===== config.mk =====
export PLATFORM = sky130hd
export DESIGN_NAME = jt900h_shift_seq_flat
export DESIGN_NICKNAME = d
export VERILOG_FILES = /design/src/rtl/jt900h_shift_seq_pkg.sv /design/src/rtl/jt900h_shift_seq_if.sv /design/src/rtl/jt900h_shift_seq.sv /design/src/flat_wrapper.sv
export SDC_FILE = /design/constraint.sdc
export NUM_CORES = 1
export LEC_CHECK = 0
export ABC_AREA = 1
export CORE_MARGIN = 1.5
export CORE_UTILIZATION = 49
export DETAILED_ROUTE_END_ITERATION = 6
export GPL_TIMING_DRIVEN = 0
export PLACE_DENSITY = 0.85
export RECOVER_POWER = 50
export SLEW_MARGIN = 0
export SYNTH_ARGS = -nofsm -noshare
export SYNTH_HDL_FRONTEND = slang
export SYNTH_SLANG_ARGS = --single-unit
export TNS_END_PERCENT = 50

===== constraint.sdc =====
create_clock -name clk -period 2.85 [get_ports clk]
set_clock_uncertainty 0.1 [all_clocks]
set_input_delay 0.855 -clock clk [delete_from_list [all_inputs] [get_ports clk]]
set_output_delay 0.855 -clock clk [all_outputs]
set_load 0.05 [all_outputs]

===== src/rtl/jt900h_shift_seq_pkg.sv =====
// Shared codes for the TLCS-900H rotate/shift sequencer and the ALU it drives:
// alu_sel / carry_sel encodings, shift kinds, FSM states and width helpers.
package jt900h_shift_seq_pkg;

   localparam logic [3:0] NOP_ALU = 4'd0;
   localparam logic [3:0] SHL_ALU = 4'd10;
   localparam logic [3:0] SHR_ALU = 4'd11;

   localparam logic [2:0] ZERO_CARRY = 3'd0;
   localparam logic [2:0] CIN_CARRY  = 3'd1;
   localparam logic [2:0] SA_CARRY   = 3'd2;
   localparam logic [2:0] SH_CARRY   = 3'd3;

   typedef enum logic [2:0] {
      RLC = 3'd0, RRC = 3'd1, RL = 3'd2, RR = 3'd3,
      SLA = 3'd4, SRA = 3'd5, SLL = 3'd6, SRL = 3'd7
   } shift_kind_t;

   typedef enum logic [1:0] {IDLE = 2'd0, SHIFT = 2'd1, DONE = 2'd2} state_t;

   // bs wins over ws; neither set means long
   function automatic logic [31:0] width_mask(input logic bs, input logic ws);
      logic [31:0] m;
      m = bs ? 32'h0000_00FF : (ws ? 32'h0000_FFFF : 32'hFFFF_FFFF);
      return m;
   endfunction

   function automatic logic width_msb(input logic [31:0] v, input logic bs, input logic ws);
      logic b;
      b = bs ? v[7] : (ws ? v[15] : v[31]);
      return b;
   endfunction

   function automatic logic is_left(input shift_kind_t k);
      logic l;
      l = (k == RLC) || (k == RL) || (k == SLA) || (k == SLL);
      return l;
   endfunction

   // SA_CARRY feeds the width MSB: rotate-in for RLC, sign-fill for SRA
   function automatic logic [2:0] carry_for(input shift_kind_t k);
      logic [2:0] cs;
      cs = ZERO_CARRY;
      case (k)
         RLC, SRA: cs = SA_CARRY;
         RRC:      cs = SH_CARRY;
         RL, RR:   cs = CIN_CARRY;
         default:  cs = ZERO_CARRY;
      endcase
      return cs;
   endfunction

endpackage


===== src/rtl/jt900h_shift_seq_if.sv =====
// Decoder/ALU-facing signal bundle of the rotate/shift sequencer.
interface jt900h_shift_seq_if;
   logic        cen;
   logic        start;
   logic [2:0]  kind;
   logic [3:0]  cnt;
   logic        bs;
   logic        ws;
   logic [31:0] din;
   logic        cin;
   logic [31:0] alu_rslt;
   logic [31:0] alu_op2;
   logic [3:0]  alu_sel;
   logic [2:0]  carry_sel;
   logic        alu_cin;
   logic        busy;
   logic        done;
   logic [31:0] rslt;
   logic        c;
   logic        z;
   logic        n;
   logic        p;

   modport slave (
      input  cen, start, kind, cnt, bs, ws, din, cin, alu_rslt,
      output alu_op2, alu_sel, carry_sel, alu_cin, busy, done, rslt, c, z, n, p
   );

   modport master (
      output cen, start, kind, cnt, bs, ws, din, cin, alu_rslt,
      input  alu_op2, alu_sel, carry_sel, alu_cin, busy, done, rslt, c, z, n, p
   );
endinterface


===== src/rtl/jt900h_shift_seq.sv =====
// Multi-cycle sequencer for RLC/RRC/RL/RR/SLA/SRA/SLL/SRL, one ALU bit-shift per cen step.
// Define JT900H_SHIFT_PV_EN to produce the even-parity P/V flag; otherwise p is tied 0.
module jt900h_shift_seq
   import jt900h_shift_seq_pkg::*;
(
   input logic               clk,
   input logic               rst,
   jt900h_shift_seq_if.slave sif
);

   state_t      st, st_nxt;
   shift_kind_t kind_l;
   logic [31:0] work, din_l;
   logic [31:0] mask, res_nxt, rslt_q;
   logic [4:0]  rem;
   logic        crr, bs_l, ws_l;
   logic        accept, out_bit;
   logic        c_q, z_q, n_q;
   logic [3:0]  sel_w;
   logic [2:0]  csel_w;

   assign accept  = sif.start && (st == IDLE || st == DONE);
   assign mask    = width_mask(bs_l, ws_l);
   assign out_bit = is_left(kind_l) ? width_msb(work, bs_l, ws_l) : work[0];
   // bits above the operand width come from the original operand, not the ALU
   assign res_nxt = (din_l & ~mask) | (sif.alu_rslt & mask);

   always_ff @(posedge clk) begin
      if (rst)           st <= IDLE;
      else if (sif.cen)  st <= st_nxt;
   end

   always_comb begin
      st_nxt = st;
      sel_w  = NOP_ALU;
      csel_w = ZERO_CARRY;
      case (st)
         IDLE:  if (sif.start) st_nxt = SHIFT;
         SHIFT: begin
            sel_w  = is_left(kind_l) ? SHL_ALU : SHR_ALU;
            csel_w = carry_for(kind_l);
            if (rem == 5'd1) st_nxt = DONE;
         end
         DONE:    st_nxt = sif.start ? SHIFT : IDLE;
         default: st_nxt = IDLE;
      endcase
   end

   always_ff @(posedge clk) begin
      if (rst) begin
         work   <= '0;
         din_l  <= '0;
         crr    <= 1'b0;
         rem    <= '0;
         kind_l <= RLC;
         bs_l   <= 1'b0;
         ws_l   <= 1'b0;
         rslt_q <= '0;
         c_q    <= 1'b0;
         z_q    <= 1'b0;
         n_q    <= 1'b0;
      end else if (sif.cen) begin
         if (accept) begin
            work   <= sif.din;
            din_l  <= sif.din;
            crr    <= sif.cin;
            rem    <= {sif.cnt == 4'd0, sif.cnt};
            kind_l <= shift_kind_t'(sif.kind);
            bs_l   <= sif.bs;
            ws_l   <= sif.ws;
         end else if (st == SHIFT) begin
            work <= sif.alu_rslt;
            crr  <= out_bit;
            rem  <= rem - 5'd1;
            if (rem == 5'd1) begin
               rslt_q <= res_nxt;
               c_q    <= out_bit;
               z_q    <= ~|(res_nxt & mask);
               n_q    <= width_msb(res_nxt, bs_l, ws_l);
            end
         end
      end
   end

`ifdef JT900H_SHIFT_PV_EN
   logic p_q;
   always_ff @(posedge clk) begin
      if (rst)
         p_q <= 1'b0;
      else if (sif.cen && st == SHIFT && rem == 5'd1)
         p_q <= ~^(res_nxt & mask);
   end
   assign sif.p = p_q;
`else
   assign sif.p = 1'b0;
`endif

   assign sif.alu_op2   = work;
   assign sif.alu_cin   = crr;
   assign sif.alu_sel   = sel_w;
   assign sif.carry_sel = csel_w;
   assign sif.busy      = (st == SHIFT);
   assign sif.done      = (st == DONE);
   assign sif.rslt      = rslt_q;
   assign sif.c         = c_q;
   assign sif.z         = z_q;
   assign sif.n         = n_q;

endmodule


===== src/flat_wrapper.sv =====
// flat-port wrapper written by rule: the top's interface ports become plain ports
module jt900h_shift_seq_flat import jt900h_shift_seq_pkg::*;
  (clk, rst, sif_cen, sif_start, sif_kind, sif_cnt, sif_bs, sif_ws, sif_din, sif_cin, sif_alu_rslt, sif_alu_op2, sif_alu_sel, sif_carry_sel, sif_alu_cin, sif_busy, sif_done, sif_rslt, sif_c, sif_z, sif_n, sif_p);
  jt900h_shift_seq_if sif_i ();
  input logic clk;
  input logic rst;
  input wire logic [$bits(sif_i.cen)-1:0] sif_cen;
  input wire logic [$bits(sif_i.start)-1:0] sif_start;
  input wire logic [$bits(sif_i.kind)-1:0] sif_kind;
  input wire logic [$bits(sif_i.cnt)-1:0] sif_cnt;
  input wire logic [$bits(sif_i.bs)-1:0] sif_bs;
  input wire logic [$bits(sif_i.ws)-1:0] sif_ws;
  input wire logic [$bits(sif_i.din)-1:0] sif_din;
  input wire logic [$bits(sif_i.cin)-1:0] sif_cin;
  input wire logic [$bits(sif_i.alu_rslt)-1:0] sif_alu_rslt;
  output wire logic [$bits(sif_i.alu_op2)-1:0] sif_alu_op2;
  output wire logic [$bits(sif_i.alu_sel)-1:0] sif_alu_sel;
  output wire logic [$bits(sif_i.carry_sel)-1:0] sif_carry_sel;
  output wire logic [$bits(sif_i.alu_cin)-1:0] sif_alu_cin;
  output wire logic [$bits(sif_i.busy)-1:0] sif_busy;
  output wire logic [$bits(sif_i.done)-1:0] sif_done;
  output wire logic [$bits(sif_i.rslt)-1:0] sif_rslt;
  output wire logic [$bits(sif_i.c)-1:0] sif_c;
  output wire logic [$bits(sif_i.z)-1:0] sif_z;
  output wire logic [$bits(sif_i.n)-1:0] sif_n;
  output wire logic [$bits(sif_i.p)-1:0] sif_p;
  assign sif_i.cen = sif_cen;
  assign sif_i.start = sif_start;
  assign sif_i.kind = sif_kind;
  assign sif_i.cnt = sif_cnt;
  assign sif_i.bs = sif_bs;
  assign sif_i.ws = sif_ws;
  assign sif_i.din = sif_din;
  assign sif_i.cin = sif_cin;
  assign sif_i.alu_rslt = sif_alu_rslt;
  assign sif_alu_op2 = sif_i.alu_op2;
  assign sif_alu_sel = sif_i.alu_sel;
  assign sif_carry_sel = sif_i.carry_sel;
  assign sif_alu_cin = sif_i.alu_cin;
  assign sif_busy = sif_i.busy;
  assign sif_done = sif_i.done;
  assign sif_rslt = sif_i.rslt;
  assign sif_c = sif_i.c;
  assign sif_z = sif_i.z;
  assign sif_n = sif_i.n;
  assign sif_p = sif_i.p;
  jt900h_shift_seq u_core (.clk(clk), .rst(rst), .sif(sif_i));
endmodule

==> results.json <==
{
  "outcome": "complete, no violations",
  "synth_top_area_share_pct": 45.39,
  "drv_cap": 0,
  "slowest_delay_ns": 0.81,
  "ys_types": 30,
  "met1_usage_pct": 38.53,
  "drcViolationCount": 0,
  "gr-usage-met2_pct": 50.44,
  "clock_sinks": 104,
  "worst_slew_pin_slew_ns": 0.6783,
  "num_io_pins": 156,
  "ant_nets": 0,
  "post_cts_buffers": 0,
  "cp.arrival_ns": 1.73,
  "drt_iter0_markers": 339,
  "fin_util_pct": 69.20,
  "dieArea_sq_um": 9950,
  "required_ns": 1.90,
  "ys_ff_latch": 104,
  "hold_violations": 0,
  "grt_busiest_layer": "met2",
  "grt_pass1_wl_microns": 24120,
  "grt_overflow": 0,
  "clk_latency_ns": 0.37,
  "rows": 35,
  "core_area_sq_um": 9153,
  "final_cell_mix": "nand2_1 (147), clkdlybuf4s50_1 (144), dfxtp_1 (104)",
  "peakVddDrop_uv": 308.6,
  "hpwlAfterDp_microns": 11160,
  "p_per_area_nw_per_um2": 531.9,
  "critical-path-slowest-cell": "clkdlybuf4s50_1",
  "dr.pass1.iters": 5,
  "place_congestion": 0.8661,
  "gr-usage-met3_pct": 5.130,
  "portBuffers": 150,
  "antenna_found_initial": 0,
  "synth.area.top_cells": "dfxtp_1 (45%), nand2_1 (12%), o21ai_0 (11%), a21oi_1 (5.6%), nor2_1 (4.9%)",
  "final_common_cell": "nand2_1",
  "grt.total_usage_pct": 30.63,
  "htree_levels": 3,
  "r2r_slack_ns": 0.71,
  "n_fill_cell": 754,
  "grt_max_degree": 18,
  "synth_seq_area_share_pct": 45.39,
  "critPathCaptureType": "output port",
  "routed_wl_microns": 14820,
  "relSlewSlack_pct": 54.78,
  "start_kind": "register",
  "synth_area_sq_um": 4587,
  "initial_utilization_pct": 50.12,
  "clk_pin_slew_ns": 0.09,
  "postSynthAreaPerCell_sq_um": 7.316,
  "crit_path_max_fanout": 3,
  "postCtsHoldBufs": 0,
  "vias_per_cell": 5.557,
  "fin_tns_setup_ns": 0,
  "cts-root-buf": "clkbuf_8",
  "crit_chain": "inv_1 > nor2_1 > clkdlybuf4s50_1",
  "leakagePower_nw": 2.524,
  "hp-class": "register to register",
  "fin_crit_ns": 2.682,
  "yosysWarnings": 0,
  "syn_inst": 627,
  "max_freq_ghz": 0.3728,
  "yosysTopAreaCell": "dfxtp_1",
  "diodes": 0,
  "nets": 870,
  "final_max_slew_viol_count": 0,
  "numCtsBuffers": 9,
  "setup_viol": 0,
  "clock_path_buffers": 2,
  "rsz0062_at_grt": "false",
  "syn_to_final_growth_pct": 38.08,
  "setup.worst_path.class": "register to output port",
  "cts_tree": "yes",
  "finalPower_mw": 3.369,
  "chipWidth_microns": 99.75,
  "wire_per_inst_microns": 16.38,
  "grt_pass1_vias": 5086,
  "vias": 5029,
  "fin_crit_sh_pct": 94.12,
  "drive_gt1_share_pct": 6.423,
  "die-height_microns": 99.75
}
[area by class of cell]
cell class	count	area, sq um	area share, %
Timing Repair Buffer	150	1488	23.49
Multi-Input combinational cell	434	2039	32.20
Sequential cell	104	2082	32.87
Buffer	48	229.0	3.615
Clock inverter	6	70.07	1.106
Tap cell	111	138.9	2.193
Inverter	43	162.7	2.568
Clock buffer	9	123.9	1.956
[cells in the mapped netlist, drive strengths merged]
master	number
clkbuf	19
nor3	1
ha	2
xor2	2
nand4	1
nand3	14
a21oi	52
o21ai	106
nand2	149
a211oi	6
buf	29
inv	43
a31oi	34
nor2	63
or2	1
dfxtp	104
conb	1
[what timing repair did]
item,4_1_cts,5_1_grt
resized for setup,5,7
cloned,0,0
endpoints found under the setup margin,5,3
[metrics by stage]
| step | hold slack [ns] | setup WS [ns] | instances | instance area [sq um] |
|---|---|---|---|---|
| floorplan | 0.3245 | -0.1334 | 629 | 4594 |
| global placement | 0.3336 | 0.1938 | 890 | 6235 |
| detailed placement | 0.3415 | 0.1473 | 890 | 6235 |
| CTS | 0.3559 | 0.03903 | 905 | 6420 |
| global route | 0.3737 | 0.07754 | 905 | 6334 |
| finish | 0.3539 | 0.1677 | 905 | 6334 |
[kinds of logic after synthesis]
group                      share of synthesized area [%]
and+or+nand+nor                                    20.57
adders and majority gates                         0.5455
DFF                                                45.39
xor gates and xnor gates                          0.3820
other                                            0.08175
AOI/OAI and AO/OA                                  23.38
buffers and inverters                              9.656
[routing by layer]
metal,part of all wire [%],vias up
li1,-,2383
met1,41,2320
met2,47,271
met3,8.3,55
met4,3.5,0
met5,0,-
[flip-flops by register name, indices dropped and copies added (netlist names)]
| signal | count |
|---|---|
| u_core.sif.alu_op2 | 32 |
| u_core.sif.rslt | 32 |
| u_core.din_l | 24 |
| u_core.rem | 5 |
| u_core.kind_l | 3 |
| u_core.st | 2 |
| u_core.bs_l | 1 |
| u_core.sif.alu_cin | 1 |
| u_core.sif.c | 1 |
| u_core.sif.n | 1 |
| u_core.sif.z | 1 |
| u_core.ws_l | 1 |
[critical path: cells and delay by family (launching register included)]
family / cells / cell delay (ns)
buf+inv: 2 / 0.87
simple gates: 1 / 0.09
flops: 1 / 0.42
[power by group]
part | internal (mW) | switching, mW | total (mW)
Sequential | 1.54 | 0.0456 | 1.59
Clock | 0.408 | 0.517 | 0.924
Combinational | 0.307 | 0.551 | 0.858
Total | 2.26 | 1.11 | 3.37
[final timing paths]
check,startpoint,to,cells after the start
setup / recovery,u_core.st[1],sif_done,3
hold / removal,u_core.din_l[15],u_core.din_l[15],2
setup reg to reg,u_core.st[0],u_core.sif.alu_op2[21],8
hold reg to reg,u_core.din_l[15],u_core.din_l[15],2
Note: power is estimated with default switching activity, not from simulation.
